### src/rtl/snake_pkg.sv
// snake_pkg: board geometry, colour palette and 640x480@60 timing shared by the snake display
package snake_pkg;
  localparam int XSIZE = 48;
  localparam int YSIZE = 64;
  localparam int MAX_SIZE = 20;
  localparam int CW = 6;
  localparam int SW = 12;
  localparam int CELL = 10;
  localparam int PIX_DIV = 2;
  localparam logic [9:0] H_VIS = 10'd640;
  localparam logic [9:0] H_SYNC_S = 10'd656;
  localparam logic [9:0] H_SYNC_E = 10'd752;
  localparam logic [9:0] H_LAST = 10'd799;
  localparam logic [9:0] V_VIS = 10'd480;
  localparam logic [9:0] V_SYNC_S = 10'd490;
  localparam logic [9:0] V_SYNC_E = 10'd492;
  localparam logic [9:0] V_LAST = 10'd524;
  typedef logic [23:0] rgb_t;
  localparam rgb_t C_ITEM = 24'hFF0000;
  localparam rgb_t C_HEAD = 24'h00FF00;
  localparam rgb_t C_BODY = 24'h008000;
  localparam rgb_t C_WALL = 24'h808080;
  localparam rgb_t C_BG = 24'h000000;
  typedef struct packed {
    logic item;
    logic head;
    logic body;
    logic wall;
    logic vis;
    logic hs;
    logic vs;
  } pix_t;
  localparam pix_t PIX_IDLE = '{item: 1'b0, head: 1'b0, body: 1'b0, wall: 1'b0, vis: 1'b0, hs: 1'b1, vs: 1'b1};
  function automatic rgb_t pick_colour(input pix_t p);
    return !p.vis ? C_BG : p.item ? C_ITEM : p.head ? C_HEAD : p.body ? C_BODY : p.wall ? C_WALL : C_BG;
  endfunction
endpackage

### src/rtl/vga_timing_gen.sv
// vga_timing_gen: pixel-enable divider, raster counters, divider-free cell indices and raw sync/blank
module vga_timing_gen
  import snake_pkg::*;
#(
  parameter int CELL = snake_pkg::CELL,
  parameter int PIX_DIV = snake_pkg::PIX_DIV
) (
  input  logic       i_Clk,
  input  logic       i_Rst,
  output logic       pe,
  output logic       pix_clk,
  output logic [9:0] h,
  output logic [9:0] v,
  output logic [6:0] col,
  output logic [5:0] row,
  output logic       hsync,
  output logic       vsync,
  output logic       vis
);
  localparam logic [7:0] DIV_LAST = 8'(PIX_DIV - 1);
  localparam logic [7:0] DIV_HALF = 8'((PIX_DIV + 1) / 2);
  localparam logic [3:0] SUB_LAST = 4'(CELL - 1);
  logic [7:0] div;
  logic [3:0] hsub, vsub;
  logic h_wrap, v_wrap, hsub_wrap, vsub_wrap;
  assign pe = div == 8'd0;
  assign pix_clk = div < DIV_HALF;
  assign h_wrap = h == H_LAST;
  assign v_wrap = v == V_LAST;
  assign hsub_wrap = hsub == SUB_LAST;
  assign vsub_wrap = vsub == SUB_LAST;
  assign hsync = !(h >= H_SYNC_S && h < H_SYNC_E);
  assign vsync = !(v >= V_SYNC_S && v < V_SYNC_E);
  assign vis = h < H_VIS && v < V_VIS;
  // divider runs every clock; raster and cell counters step only on pe, lines advance on h wrap
  always_ff @(posedge i_Clk)
    if (!i_Rst) begin
      div <= '0;
      h <= '0;
      v <= '0;
      hsub <= '0;
      vsub <= '0;
      col <= '0;
      row <= '0;
    end else begin
      div <= div == DIV_LAST ? 8'd0 : div + 8'd1;
      if (pe) begin
        h <= h_wrap ? 10'd0 : h + 10'd1;
        hsub <= h_wrap || hsub_wrap ? 4'd0 : hsub + 4'd1;
        col <= h_wrap ? 7'd0 : col + {6'd0, hsub_wrap};
        if (h_wrap) begin
          v <= v_wrap ? 10'd0 : v + 10'd1;
          vsub <= v_wrap || vsub_wrap ? 4'd0 : vsub + 4'd1;
          row <= v_wrap ? 6'd0 : row + {5'd0, vsub_wrap};
        end
      end
    end
endmodule

### src/rtl/snake_vga_renderer.sv
// snake_vga_renderer: per-frame board snapshot rasterised to 640x480 VGA with a 2-pixel pipeline
module snake_vga_renderer
  import snake_pkg::*;
#(
  parameter int XSIZE = snake_pkg::XSIZE,
  parameter int YSIZE = snake_pkg::YSIZE,
  parameter int MAX_SIZE = snake_pkg::MAX_SIZE,
  parameter int CELL = snake_pkg::CELL,
  parameter int PIX_DIV = snake_pkg::PIX_DIV
) (
  input  logic                   i_Clk,
  input  logic                   i_Rst,
  input  logic [MAX_SIZE*CW-1:0] i_Body_x,
  input  logic [MAX_SIZE*CW-1:0] i_Body_y,
  input  logic [CW-1:0]          i_Item_x,
  input  logic [CW-1:0]          i_Item_y,
  input  logic [SW-1:0]          i_Size,
  output logic                   o_Hsync,
  output logic                   o_Vsync,
  output logic [7:0]             o_Red,
  output logic [7:0]             o_Green,
  output logic [7:0]             o_Blue,
  output logic                   o_Blank_N,
  output logic                   o_Sync_N,
  output logic                   o_Pix_Clk,
  output logic                   o_Frame_Start
);
  localparam logic [5:0] ROW_LAST = 6'(XSIZE - 1);
  localparam logic [6:0] COL_LAST = 7'(YSIZE - 1);
  localparam logic [SW-1:0] SIZE_MAX = SW'(MAX_SIZE);
  logic pe, pix_clk, hs, vs, vis, snap_en;
  logic [9:0] h, v;
  logic [6:0] col;
  logic [5:0] row;
  logic [MAX_SIZE*CW-1:0] snap_bx, snap_by;
  logic [CW-1:0] snap_ix, snap_iy;
  logic [SW-1:0] snap_size;
  logic [MAX_SIZE-1:0] hit;
  pix_t cur, s1;
  rgb_t rgb_q;
  vga_timing_gen #(.CELL(CELL), .PIX_DIV(PIX_DIV)) u_timing (
    .i_Clk  (i_Clk),
    .i_Rst  (i_Rst),
    .pe     (pe),
    .pix_clk(pix_clk),
    .h      (h),
    .v      (v),
    .col    (col),
    .row    (row),
    .hsync  (hs),
    .vsync  (vs),
    .vis    (vis)
  );
  assign snap_en = pe && h == 10'd0 && v == V_VIS;
  // snapshot at the top of vblank so a frame never mixes two game states; the item resets off-board
  always_ff @(posedge i_Clk)
    if (!i_Rst) begin
      snap_bx <= '0;
      snap_by <= '0;
      snap_ix <= '1;
      snap_iy <= '1;
      snap_size <= '0;
      o_Frame_Start <= 1'b0;
    end else begin
      o_Frame_Start <= snap_en;
      if (snap_en) begin
        snap_bx <= i_Body_x;
        snap_by <= i_Body_y;
        snap_ix <= i_Item_x;
        snap_iy <= i_Item_y;
        snap_size <= i_Size > SIZE_MAX ? SIZE_MAX : i_Size;
      end
    end
  for (genvar k = 0; k < MAX_SIZE; k++) begin : g_hit
    assign hit[k] = SW'(k) < snap_size && snap_bx[k*CW+:CW] == row && {1'b0, snap_by[k*CW+:CW]} == col;
  end
  // stage-0 classification of the current cell; syncs and blank ride along unchanged
  always_comb begin
    cur.item = snap_ix == row && {1'b0, snap_iy} == col;
    cur.head = hit[0];
    cur.body = |hit[MAX_SIZE-1:1];
    cur.wall = row == 6'd0 || row == ROW_LAST || col == 7'd0 || col == COL_LAST;
    cur.vis = vis;
    cur.hs = hs;
    cur.vs = vs;
  end
  // two pe-stages: register the match, then the colour and the aligned syncs/blank
  always_ff @(posedge i_Clk)
    if (!i_Rst) begin
      s1 <= PIX_IDLE;
      rgb_q <= C_BG;
      o_Hsync <= 1'b1;
      o_Vsync <= 1'b1;
      o_Blank_N <= 1'b0;
    end else if (pe) begin
      s1 <= cur;
      rgb_q <= pick_colour(s1);
      o_Hsync <= s1.hs;
      o_Vsync <= s1.vs;
      o_Blank_N <= s1.vis;
    end
  assign {o_Red, o_Green, o_Blue} = rgb_q;
  assign o_Sync_N = 1'b0;
  assign o_Pix_Clk = pix_clk;
endmodule
### config.mk
export PLATFORM = sky130hd
export DESIGN_NAME = snake_vga_renderer
export DESIGN_NICKNAME = d
export VERILOG_FILES = /design/src/rtl/snake_pkg.sv /design/src/rtl/vga_timing_gen.sv /design/src/rtl/snake_vga_renderer.sv
export SDC_FILE = /design/constraint.sdc
export NUM_CORES = 1
export LEC_CHECK = 0
export BUFFER_PORTS_ARGS = -buffer_cell sky130_fd_sc_hd__buf_2
export CORE_MARGIN = 1.5
export CORE_UTILIZATION = 50
export CTS_BUF_LIST = sky130_fd_sc_hd__clkbuf_4
export CTS_CLUSTER_DIAMETER = 30
export DETAILED_ROUTE_END_ITERATION = 12
export GPL_TIMING_DRIVEN = 0
export PLACE_DENSITY_LB_ADDON = 0.05
export SLEW_MARGIN = 40
export SYNTH_ARGS = -nofsm -noshare
export SYNTH_HDL_FRONTEND = slang
export SYNTH_SLANG_ARGS = --single-unit
### constraint.sdc
create_clock -name i_Clk -period 3.45 [get_ports i_Clk]
set_clock_uncertainty 0.15 [all_clocks]
set_input_delay 1.035 -clock i_Clk [delete_from_list [all_inputs] [get_ports i_Clk]]
set_output_delay 1.035 -clock i_Clk [all_outputs]
set_load 0.02 [all_outputs]
==> impl_metrics.tcl <==
set metrics [dict create \
    synthesis.area_per_instance_sq_um 7.89 \
    tritoncts "done" \
    core_area_sq_um 29800 \
    drt-pass1-iter-count 6 \
    cts_root_buf "sky130_fd_sc_hd__clkbuf_4" \
    postSynthCellCount 1924 \
    r2r.worst_path.cells 9 \
    finalWirelength_um 52100 \
    post_synth_instance_area_sq_um 15200 \
    postSynth.topFlopCell "sky130_fd_sc_hd__dfxtp_1" \
    drt-vias-per-instance 5.37 \
    final_layout_size_suffix_gt1_share_pct 23.6 \
    timing_worst_slew_pin_value_ns 0.906 \
    cts_htree_levels 3 \
    worst-setup-path-type "reg -> reg" \
    min_from "rgb_q[23]" \
    main_area_contributors_after_synthesis "sky130_fd_sc_hd__dfxtp_1 (43%), sky130_fd_sc_hd__nand2_1 (14%), sky130_fd_sc_hd__a21oi_1 (9.1%)" \
    antenna_violations_before_repair 2 \
    timing.rr.end "s1[4]" \
    intPower_w 0.00597 \
    synth_top_cell_area_share_pct 43.4 \
    gpl.final_weighted_congestion 0.947 \
    grt_setup_unrepaired "yes" \
    slew-limit-headroom_pct 39.6 \
    crit_required_ns 3.94 \
    fp.dieH_um 177 \
    slew_violations 0 \
    layout.nets 2595 \
    hpwlAfterDp_um 37000 \
    num_vias 14900 \
    crit_path_start_kind "flop" \
    grt_start_max_net_pins 14 \
    path_max_fanout 10 \
    cellLeakagePower_nw 7.84 \
    grt_pass1_wl_um 77100 \
    synth_seq_area_share_pct 43.4 \
    synth_edf_count 0 \
    post-route-worst-setup-slack_ns -0.0518 \
    power.share.sequential_pct 48.4 \
    drt-initial-drc-count 1319 \
    setup-violations-final 1 \
    die_area_sq_um 31400 \
    first_global_vias 14100 \
    holdCritPathClass "reg -> reg" \
    r2r_start "u_timing.row[1]" \
    cts_buffer_depth 3 \
    power.combinational.fraction_pct 7.1 \
    grt_total_ovfl 0 \
    clkPwrFrac_pct 44.5 \
    vdd.ir_drop.worst_v 0.000191 \
    remaining_drc_errors 0 \
    p_total_w 0.00801 \
    p_per_area_nw_per_um2 434 \
    clock.fmax_ghz 0.286 \
    core.rowCount 63 \
    clk-insertion-delay-late_ns 0.75 \
    tritoncts_buffers 90 \
    route.antenna.remaining_nets 0 \
    chipWidth_um 177 \
    placement.setup.worst_slack_ns -0.643 \
    failing_checks "negative setup slack" \
    worst_ep_arrival_time_ns 3.99 \
    worstHoldPathCells 2 \
    yosys_register_bits 329 \
    finalCritPeriodShare_pct 102 \
    port_buffers 287 \
    global_route.usage.total_pct 32.9 \
    count_of_pins_on_the_block_boundary 296 \
    period_minus_slack_ns 3.50 \
    hold_end "rgb_q[23]" \
    synthArstFlopShare_pct 0 \
    cts_num_sinks 329 \
    synth_warnings 0 \
    timing_hold_violations_final 0 \
    cap_violations 0 \
    p_sw_share_pct 25.4 \
    netSwitchingPower_w 0.00203 \
    area_growth_pct 21.4 \
    r2r_slack_ns -0.05 \
    clock_pin_slew_on_the_worst_setup_and_hold_paths_ns 0.06 \
    outcome "finished, violations left" \
    initial_utilization_pct 51.0 \
    detail_route.wl_per_cell_um 18.8 \
    synth_top_cell_by_area "sky130_fd_sc_hd__dfxtp_1" \
    synth.distinct_cells 49 \
    worstSetupEndpointType "flop" \
]
==> cells by family (layout without fill, tap and decap cells) <==
| logic type | after synthesis | count (layout) | share of synthesized area [%] |
|---|---|---|---|
| XOR/XNOR | 284 | 284 | 16.4 |
| adder cells (fa/ha/maj) | 15 | 15 | 1.24 |
| AO/OA/AOI/OAI | 312 | 312 | 10.7 |
| other | 1 | 10 | 0.0247 |
| AND/OR/NAND/NOR | 811 | 811 | 23.0 |
| buffers and inverters | 172 | 619 | 5.32 |
| flip-flops | 329 | 329 | 43.4 |
==> synth_stat cells (5+ instances only) <==
master	instances
sky130_fd_sc_hd__ha_1	15
sky130_fd_sc_hd__clkbuf_1	62
sky130_fd_sc_hd__nor4_1	42
sky130_fd_sc_hd__xor2_1	136
sky130_fd_sc_hd__nor3_1	18
sky130_fd_sc_hd__nor2_1	58
sky130_fd_sc_hd__o21ai_0	14
sky130_fd_sc_hd__nand4_1	51
sky130_fd_sc_hd__a21oi_1	277
sky130_fd_sc_hd__nand3_1	41
sky130_fd_sc_hd__or4_1	5
sky130_fd_sc_hd__nand2_1	557
sky130_fd_sc_hd__buf_2	58
sky130_fd_sc_hd__buf_1	16
sky130_fd_sc_hd__dfxtp_1	329
sky130_fd_sc_hd__buf_4	22
sky130_fd_sc_hd__xnor2_1	148
sky130_fd_sc_hd__inv_1	11
sky130_fd_sc_hd__and3_1	15
sky130_fd_sc_hd__or3_1	8
==> how the worst max path moves through the flow <==
stage / slack (ns) / from / to
2_1_floorplan: 0.32 / u_timing.div[5] / o_Pix_Clk
3_3_place_gp: -0.94 / u_timing.row[2] / s1[4]
3_5_place_dp: -0.64 / u_timing.div[5] / o_Pix_Clk
4_1_cts: -0.12 / u_timing.div[5] / o_Pix_Clk
5_1_grt: -0.03 / u_timing.div[7] / o_Pix_Clk
6_report: -0.05 / u_timing.row[1] / s1[4]
==> per-layer routing <==
| layer | vias to the layer above | track usage, % | part of all wire (%) |
|---|---|---|---|
| li1 | 7149 | - | - |
| met1 | 6867 | 42.4 | 41 |
| met2 | 727 | 53.7 | 46 |
| met3 | 134 | 6.04 | 9.3 |
| met4 | 0 | 14.5 | 3.8 |
| met5 | - | 0 | 0 |
==> timing repair <==
action | 4_1_cts | 5_1_grt
resized for setup | 21 | 6
setup buffers | 6 | 2
pin swaps | 2 | 3
setup endpoints to repair | 236 | 42
hold buffers | 0 | 0
==> stage by stage <==
| step | setup TNS, ns | instances | cell area [sq um] | hold WS [ns] | utilization, % |
|---|---|---|---|---|---|
| after floorplan | 0 | 1931 | 15200 | 0.285 | - |
| after global placement | -54.78 | 2608 | 17100 | 0.288 | 57.5 |
| after detailed placement | -49.64 | 2608 | 17200 | 0.294 | 57.6 |
| after CTS | -0.121 | 2769 | 18400 | 0.301 | 61.9 |
| after global routing | -0.0255 | 2769 | 18400 | 0.324 | 61.9 |
| final | -0.0518 | 2770 | 18400 | 0.297 | 61.9 |
==> registers in the layout, summed over array words and instances, names as in the netlist, 6 cells and up <==
signal	count
snap_ix	6
u_timing.v	10
snap_iy	6
u_timing.h	10
s1	7
u_timing.div	8
u_timing.row	6
snap_by	120
snap_size	12
u_timing.col	7
snap_bx	120
==> cell usage in the layout, fill, tap and decap left out, types with 3 or more instances in the layout <==
cell type / count
sky130_fd_sc_hd__and3_1: 15
sky130_fd_sc_hd__inv_2: 3
sky130_fd_sc_hd__a211oi_1: 3
sky130_fd_sc_hd__inv_1: 11
sky130_fd_sc_hd__buf_2: 352
sky130_fd_sc_hd__dfxtp_2: 3
sky130_fd_sc_hd__dfxtp_1: 326
sky130_fd_sc_hd__clkbuf_2: 11
sky130_fd_sc_hd__nand2_1: 557
sky130_fd_sc_hd__buf_1: 3
sky130_fd_sc_hd__clkbuf_1: 47
sky130_fd_sc_hd__clkbuf_4: 140
sky130_fd_sc_hd__xor2_1: 136
sky130_fd_sc_hd__buf_4: 32
sky130_fd_sc_hd__o21ai_0: 14
sky130_fd_sc_hd__clkinv_1: 6
sky130_fd_sc_hd__nand3_1: 41
sky130_fd_sc_hd__clkinv_4: 3
sky130_fd_sc_hd__conb_1: 8
sky130_fd_sc_hd__o211ai_1: 3
sky130_fd_sc_hd__nor3_1: 18
sky130_fd_sc_hd__nor2_1: 58
sky130_fd_sc_hd__xnor2_1: 148
sky130_fd_sc_hd__nor4_1: 42
sky130_fd_sc_hd__a31oi_1: 4
sky130_fd_sc_hd__clkinv_2: 6
sky130_fd_sc_hd__or4_1: 4
sky130_fd_sc_hd__or3_1: 8
sky130_fd_sc_hd__a21oi_1: 277
sky130_fd_sc_hd__ha_1: 15
sky130_fd_sc_hd__nand4_1: 51
==> final cells by class <==
class / count / area [sq um]
antenna: 2 / 5.00
buffer: 155 / 805
clock buffer: 138 / 1040
clock inverter: 18 / 115
fill: 2937 / 11400
inverter: 13 / 53.8
multi-input combinational: 1430 / 7840
sequential: 329 / 6590
tap: 390 / 488
timing repair buffer: 295 / 1510
==> worst max-delay path, cell delays in order (launching register included) <==
cell,delay [ns]
sky130_fd_sc_hd__dfxtp_1,0.35
sky130_fd_sc_hd__clkbuf_1,0.69
sky130_fd_sc_hd__buf_2,0.59
sky130_fd_sc_hd__xnor2_1,0.19
sky130_fd_sc_hd__nand4_1,0.10
sky130_fd_sc_hd__nor4_1,0.62
sky130_fd_sc_hd__a21oi_1,0.19
sky130_fd_sc_hd__nor4_1,0.30
sky130_fd_sc_hd__nor2_1,0.09
sky130_fd_sc_hd__a31oi_1,0.16
==> power groups by stage <==
stage | combinational (W) | clock (W) | sequential, W
2_1_floorplan | 0.000214 | 0 | 0.00396
3_3_place_gp | 0.000484 | 0 | 0.00396
3_5_place_dp | 0.000493 | 0 | 0.00396
4_1_cts | 0.000570 | 0.00360 | 0.00388
5_1_grt | 0.000612 | 0.00381 | 0.00388
6_report | 0.000565 | 0.00356 | 0.00388
Power figures use the tool's default switching activity.
